==> config.mk <==
export PLATFORM = sky130hd
export DESIGN_NAME = input_pulse_merger
export DESIGN_NICKNAME = d
export VERILOG_FILES = /design/src/rtl/input_pulse_merger.sv
export SDC_FILE = /design/constraint.sdc
export NUM_CORES = 1
export LEC_CHECK = 0
export CAP_MARGIN = 5
export CORE_ASPECT_RATIO = 1.4
export CORE_MARGIN = 2
export CORE_UTILIZATION = 60
export DETAILED_ROUTE_END_ITERATION = 10
export PLACE_DENSITY_LB_ADDON = 0.08
export SLEW_MARGIN = 20
export SYNTH_ARGS = -nofsm -noshare
export SYNTH_HDL_FRONTEND = slang
export SYNTH_SLANG_ARGS = --single-unit
==> constraint.sdc <==
create_clock -name clk -period 6 [get_ports clk]
set_input_delay 1.2 -clock clk [delete_from_list [all_inputs] [get_ports clk]]
set_output_delay 1.2 -clock clk [all_outputs]
set_load 0.02 [all_outputs]
==> src/rtl/input_pulse_merger.sv <==
// Per-channel button conditioning: debounced active-low board key OR keyboard hold,
// registered merged level, single-cycle press pulse and optional typematic auto-repeat.
module input_pulse_merger #(
  parameter int N_CH            = 4,
  parameter int DEBOUNCE_CYCLES = 250000,
  parameter int REPEAT_DELAY    = 25000000,
  parameter int REPEAT_RATE     = 5000000,
  parameter int CNT_W           = 25
) (
  input  logic            clk,
  input  logic            rst_n,
  input  logic            en,
  input  logic [N_CH-1:0] repeat_en,
  input  logic [N_CH-1:0] key_n,
  input  logic [N_CH-1:0] kb_hold,
  output logic [N_CH-1:0] pulse,
  output logic [N_CH-1:0] held,
  output logic            any_pulse
);

  // state | meaning
  // IDLE  | merged level released (or press not yet seen as a rising edge)
  // WAIT  | pressed, counting the initial delay to the first repeat
  // RPT   | pressed, emitting repeats every REPEAT_RATE cycles
  typedef enum logic [1:0] {
    IDLE = 2'd0,
    WAIT = 2'd1,
    RPT  = 2'd2
  } state_t;

  localparam logic [CNT_W-1:0] DB_TC   = CNT_W'(DEBOUNCE_CYCLES - 1);
  localparam logic [CNT_W-1:0] DLY_TC  = CNT_W'(REPEAT_DELAY - 1);
  localparam logic [CNT_W-1:0] RATE_TC = CNT_W'(REPEAT_RATE - 1);
  localparam logic [CNT_W-1:0] ONE     = CNT_W'(1);

  logic [N_CH-1:0] sync1, sync2, key_db, kb_r, m, held_d, rise, fire, pulse_nxt;

  always_ff @(posedge clk or negedge rst_n) begin
    if (!rst_n) begin
      sync1     <= '1;
      sync2     <= '1;
      kb_r      <= '0;
      held      <= '0;
      held_d    <= '0;
      pulse     <= '0;
      any_pulse <= 1'b0;
    end else begin
      sync1     <= key_n;
      sync2     <= sync1;
      kb_r      <= kb_hold;
      held      <= m;
      held_d    <= held;
      pulse     <= pulse_nxt;
      any_pulse <= |pulse_nxt;
    end
  end

  assign m         = key_db | kb_r;
  assign rise      = held & ~held_d;
  assign pulse_nxt = {N_CH{en}} & (rise | fire);

  for (genvar i = 0; i < N_CH; i++) begin : g_ch
    logic             key_s;
    logic             db_q;
    logic [CNT_W-1:0] db_cnt;
    state_t           state_q, state_d;
    logic [CNT_W-1:0] rcnt_q, rcnt_d;
    logic             fire_c;

    assign key_s     = ~sync2[i];
    assign key_db[i] = db_q;
    assign fire[i]   = fire_c;

    // Counter only advances while the synced key disagrees with the accepted level.
    always_ff @(posedge clk or negedge rst_n) begin
      if (!rst_n) begin
        db_q   <= 1'b0;
        db_cnt <= '0;
      end else if (key_s == db_q) begin
        db_cnt <= '0;
      end else if (db_cnt == DB_TC) begin
        db_q   <= ~db_q;
        db_cnt <= '0;
      end else begin
        db_cnt <= db_cnt + ONE;
      end
    end

    always_ff @(posedge clk or negedge rst_n) begin
      if (!rst_n) begin
        state_q <= IDLE;
        rcnt_q  <= '0;
      end else begin
        state_q <= state_d;
        rcnt_q  <= rcnt_d;
      end
    end

    always_comb begin
      state_d = state_q;
      rcnt_d  = rcnt_q;
      fire_c  = 1'b0;
      case (state_q)
        IDLE: begin
          if (rise[i]) begin
            state_d = WAIT;
            rcnt_d  = '0;
          end
        end
        WAIT: begin
          if (!held[i]) begin
            state_d = IDLE;
            rcnt_d  = '0;
          end else if (!repeat_en[i]) begin
            rcnt_d = '0;
          end else if (rcnt_q == DLY_TC) begin
            // Saturate at the slot while en is low; fire as soon as it returns.
            if (en) begin
              fire_c  = 1'b1;
              rcnt_d  = '0;
              state_d = RPT;
            end
          end else begin
            rcnt_d = rcnt_q + ONE;
          end
        end
        RPT: begin
          if (!held[i]) begin
            state_d = IDLE;
            rcnt_d  = '0;
          end else if (!repeat_en[i]) begin
            rcnt_d = '0;
          end else if (rcnt_q == RATE_TC) begin
            if (en) begin
              fire_c = 1'b1;
              rcnt_d = '0;
            end
          end else begin
            rcnt_d = rcnt_q + ONE;
          end
        end
        default: begin
          state_d = IDLE;
          rcnt_d  = '0;
        end
      endcase
    end
  end

endmodule

---- Word-level counts from Yosys, hierarchy flattened ----
Index checks and enable logic that the tools add are counted.
operators by class
  $add $sub $neg .......................... 8
  reductions and logical operators ........ 13
  divide/modulo/power cells ............... 0
  $lt $le $gt $ge ......................... 0
  multipliers ............................. 0
  muxes and demuxes ....................... 98
  bitwise operators ....................... 17
  eq/ne operators ......................... 44
  shifts and indexed selects .............. 0
operator list
  kind                   number
  $mux 25                40
  $pmux 25 s3            4
  $add 25x1->25 const B  8
  $eq 25x18->1 const B   4
  $eq 25x23->1 const B   4
  $eq 25x25->1 const B   4
  $mux 2                 21
  $ne 3x3->1 const B     12
  $mux 1                 25
  $pmux 2 s3             4
  $reduce_and 5->1       4
  $ne 2x2->1 const B     8
  $not 1->1              12
  $and 4x4->4            2
  $eq 2x1->1 const B     4
  $eq 2x2->1 const B     4
  $logic_not 2->1        4
  $or 4x4->4             2
  $pmux 1 s2             4
  $reduce_and 2->1       4
  $eq 1x1->1             4
  $not 4->4              1
  $reduce_or 4->1        1
storage, ports and cells
  bits in latches ......................... 0
  bits in writable memories ............... 0
  register bits after elaboration ......... 237
  bits of input ports ..................... 15
  memories kept ........................... 0
  output and inout bits ................... 9
  word-level logic and storage cells ...... 203
  bits in read-only memories .............. 0

---- Logic depth before layout (Yosys ltp) ----
  depth after elaboration ................. 8
  gate-level depth with buffers ........... 10

---- Worst setup path after synthesis ----
Ideal clock, no wire load.
  kind .................................... input to register
  start point ............................. input en
  end point ............................... register any_pulse
  arrival ................................. 2.425 ns
  stages on the path ...................... 5
  setup time .............................. 0.139 ns
  data required time ...................... 5.861 ns
  path slack .............................. 3.436 ns
  cell sequence ........................... buf_1 inv_1 nor2_1 or3_1 or4_1
between the ends
  word-level cells in the longest chain between the ends .. 8
RTL lines
  element                    line      RTL
  start, declared            12        input logic en,
  $mux 1                     118, 134
  $mux 1 (on tied branches)  133, 116
  $mux 1 (on tied branches)  131, 114
  $mux 1 (on tied branches)  128, 111
  $pmux 1 s2                 103       case (state_q)
  $or 4x4->4                 60        assign pulse_nxt = {N_CH{en}} & (rise | fire);
  $and 4x4->4 (*)            60
  net pulse_nxt[2]           36        logic [N_CH-1:0] sync1, sync2, key_db, kb_r, m, held_d, rise, fire, pulse_nxt;
  $reduce_or 4->1 (*)        54        any_pulse <= |pulse_nxt;
  end signal, assigned       54
  end, declared              18        output logic any_pulse
The timed path passes the listed nets; every way through them passes the cells marked *.
A chain may end at the register's enable or synchronous reset.

---- Worst setup path after layout ----
  start point ............................. input repeat_en[0]
  end point ............................... register g_ch[0].rcnt_q[16]
between the ends
  word-level cells in the longest chain between the ends .. 3
RTL lines
  element                     line      RTL
  start, declared             13        input logic [N_CH-1:0] repeat_en,
  $mux 25 (on tied branches)  131, 114
  $mux 25 (on tied branches)  128, 111
  $pmux 25 s3 (*)             103
  end signal, assigned        95        rcnt_q <= rcnt_d;
  end, declared               67        logic [CNT_W-1:0] rcnt_q, rcnt_d;
Mark *: on every way between the ends. The rest lies on a longest branch, timed or not.

==> reports/qor.csv <==
stage,metric,value,unit
route,Vias/cell,6.34,
timing,unrepaired setup endpoints after global routing,false,
power,Leak,5.81,nW
timing,upper clock frequency limit,320,MHz
critical_path,r2r startpoint,g_ch[1].rcnt_q[12],
timing,Tightest Pin Transition,0.926,ns
route,Remaining DRCs,0,
cells_and_area,Reg area,5940,µm²
route,met3 routed WL,1.33,mm
clocking,clock latency on the worst-skew pair,0.53,ns
clocking,Bufs on Longest Clock Path,3,
logic_synthesis,Post-synth EDFFs,0,
floorplan,# rows,64,
critical_path,CP required,6.46,ns
logic_synthesis,Synth Area per Inst,8.98,µm²
clocking,"Clk pin slew, worst setup/hold paths",0.07,ns
floorplan,die area,23100,µm²
clocking,clock buffer count from CTS,24,
cells_and_area,layout cells sized above 1,5.44,%
logic_synthesis,Mapped Area,13100,µm²
clocking,Post-CTS Setup Bufs,0,
route,highest metal used,met4,
clocking,H-tree depth,1,
clocking,# resized after CTS,0,
clocking,CTS tree,yes,
global_route,vias in the first global route,10500,
hold_path,worst min path class,register to register,
logic_synthesis,Post-synth ARST share,100,%
flow_run,Max Cap Viol,0,
floorplan,Die X,129,µm
global_route,total global routing overflow,0,
route,antenna-violating nets left,0,
critical_path,Critical Path Start,repeat_en[0],
critical_path,element type at the critical path end,register,
clocking,"Hold-fix buffers, CTS",0,
global_route,largest net degree at the start of global routing,145,
cells_and_area,nets,1488,
cells_and_area,fillers,1772,
route,WL met2,14.6,mm
critical_path,"setup slack, reg-to-reg",3.01,ns
run_status,outcome,finished clean,
route,met1 wire length,12.4,mm
timing,Final Cycle Share,52.1,%
route,Initial DRC Count,782,
critical_path,crit start category,input port,
floorplan,Starting Density,60.6,%
logic_synthesis,Netlist cell types,82,
route,wire per inst,16.9,µm
global_route,Total GRT Usage,25.9,%
placed_design,RD Place Congestion,0.908,
placed_design,I/O Buffers,23,
route,First-pass DRT Iterations,5,
clocking,Root Driver,clkbuf_16,
power,PD cells,266,nW/µm²
logic_synthesis,"Net Count, Synth",1495,
logic_synthesis,Syn Inst Count,1460,
floorplan,Core Area,21600,µm²
global_route,initial antenna violation count,0,
cells_and_area,Syn-to-layout area delta,8.54,%
logic_synthesis,"Primary FF master, synth",dfrtp_1,
floorplan,IO Count,24,
cells_and_area,Finished Layout Cells,1734,
logic_synthesis,post-synthesis register bit count,237,
placed_design,post-DP HPWL,19.9,mm
power,maximum vdd drop,256,µV
hold_path,hold path start,sync1[2],
placed_design,Inst Count DP,1691,
critical_path,CP max FO,19,
cells_and_area,number of diodes,0,
timing,Final Hold Vio Count,0,
timing,setup violators final,0,
floorplan,die height,179,µm
route,Total Routed Length,29.3,mm
timing,setup_tns,0,ns
timing,Worst Skew,0.0115,ns
logic_synthesis,Synth Warn #,0,
critical_path,CP arrival,3.59,ns
timing,Tmin final,3.13,ns
timing,Max Slew Vio Count,0,
route,Vias,11000,
timing,Max-slew headroom,38.3,%
logic_synthesis,"Seq/Total Area, Yosys",45.3,%
critical_path,kind of critical path,input port to register,
global_route,first-pass GRT wire length,49.8,mm
clocking,Sink Count,237,
cells_and_area,Multi-input gate area,6750,µm²
-- worst max-delay path, cell delays in order --
cell and delay [ns]:
clkdlybuf4s50_1 0.55, nand2_1 0.11, nor2_1 0.22, o31ai_1 0.17
a21oi_2 0.77, or3b_2 0.50, nand3_1 0.07
-- cells in the mapped netlist, types with 5 or more instances --
cell type	instances	area, µm²
nand4_1	53	332
or4_1	21	158
nor2_1	163	612
and3_1	44	275
a211o_1	6	52.6
nor3_1	32	160
or3_1	18	113
dfrtp_1	229	5730
inv_1	45	169
xor2_1	68	596
o311ai_0	6	52.6
o22ai_1	5	31.3
buf_2	7	35.0
nand3b_1	5	37.5
ha_1	20	250
o21ai_0	55	275
nor4b_1	15	131
and4_1	17	149
xnor2_1	27	236
a21oi_1	76	380
a21o_1	7	52.6
a31oi_1	24	150
mux2i_1	8	80.1
or2_2	13	81.3
clkbuf_1	47	176
o211ai_1	14	105
a41oi_1	11	96.3
nand2_1	163	612
nand2b_1	12	75.1
and2_1	20	125
o31ai_1	7	52.6
nand3_1	96	480
nor2b_1	5	31.3
dfstp_2	8	210
nor4_1	20	125
a22o_1	9	78.8
-- kinds of logic (layout without fill, tap and decap cells) --
family / after synthesis / count (layout) / share of synthesized area, %
XOR/XNOR: 95 / 95 / 6.35
AND/OR/NAND/NOR: 727 / 727 / 28.9
AO/OA/AOI/OAI: 268 / 268 / 13.7
flip-flops: 237 / 237 / 45.3
multiplexers: 8 / 8 / 0.611
buffers and inverters: 105 / 115 / 3.23
adder cells (fa/ha/maj): 20 / 20 / 1.91
-- path summary, 6_finish.rpt --
kind                                       to  cells past startpoint
min reg2reg                          sync2[2]                      0
min in group asynchronous  g_ch[1].rcnt_q[13]                      1
min                                  sync2[2]                      0
max                        g_ch[0].rcnt_q[16]                      7
max reg2reg                g_ch[1].rcnt_q[18]                      6
max in group asynchronous  g_ch[2].db_cnt[11]                      2
-- layer usage --
metal	up-vias	track usage [%]
li1	5278	-
met4	0	10.5
met1	5331	33.6
met5	-	0
met2	306	44.1
met3	80	3.13
-- layout by cell type (no fill, tap or decap), types with 8 or more instances in the layout --
master	n
and3_1	44
ha_1	20
nand3_1	96
a21oi_1	76
or4_1	21
o21ai_0	55
nor4b_1	15
a22o_1	9
nor4_1	20
o211ai_1	14
inv_1	45
xor2_1	68
a41oi_1	11
xnor2_1	27
nand4_1	53
clkdlybuf4s50_1	22
dfrtp_1	229
and2_1	20
mux2i_1	8
nand2b_1	12
nor3_1	32
a31oi_1	24
dfstp_2	8
nand2_1	163
clkbuf_16	25
and4_1	17
or2_2	13
nor2_1	163
or3_1	18
-- cell type report --
cell class | count | share of cell area, %
clock buffers | 37 | 5.13
clock inverters | 6 | 0.246
inverters | 45 | 1.19
multi-input cells | 1118 | 47.4
flip-flops and latches | 237 | 41.7
well taps | 264 | 2.32
repair buffers | 27 | 1.95
-- sequential cells by signal, indices dropped and copies added, names as in the netlist --
name	count
g_ch.state_q	8
g_ch.rcnt_q	100
sync2	4
pulse	4
kb_r	4
g_ch.db_cnt	100
held_d	4
held	4
sync1	4
any_pulse	1
g_ch.db_q	4
-- power breakdown --
group	internal (mW)	switching (mW)	leakage [nW]
Combinational	0.184	0.457	2.20
Clock	0.836	0.622	0.374
Sequential	1.64	0.0383	3.24
Total	2.66	1.12	5.81
-- metrics by stage --
step	hold WS [ns]	cell area [µm²]	setup slack [ns]	util [%]	total power, mW
detailed placement	0.347	13500	2.38	62.3	2.35
global placement	0.346	13500	2.37	62.3	2.34
CTS	0.355	14200	2.92	65.8	3.81
global route	0.361	14200	2.74	65.8	3.95
finish	0.354	14200	2.87	65.8	3.78
floorplan	0.345	13100	3.44	-	2.14
(Power assumes the default switching activity.)
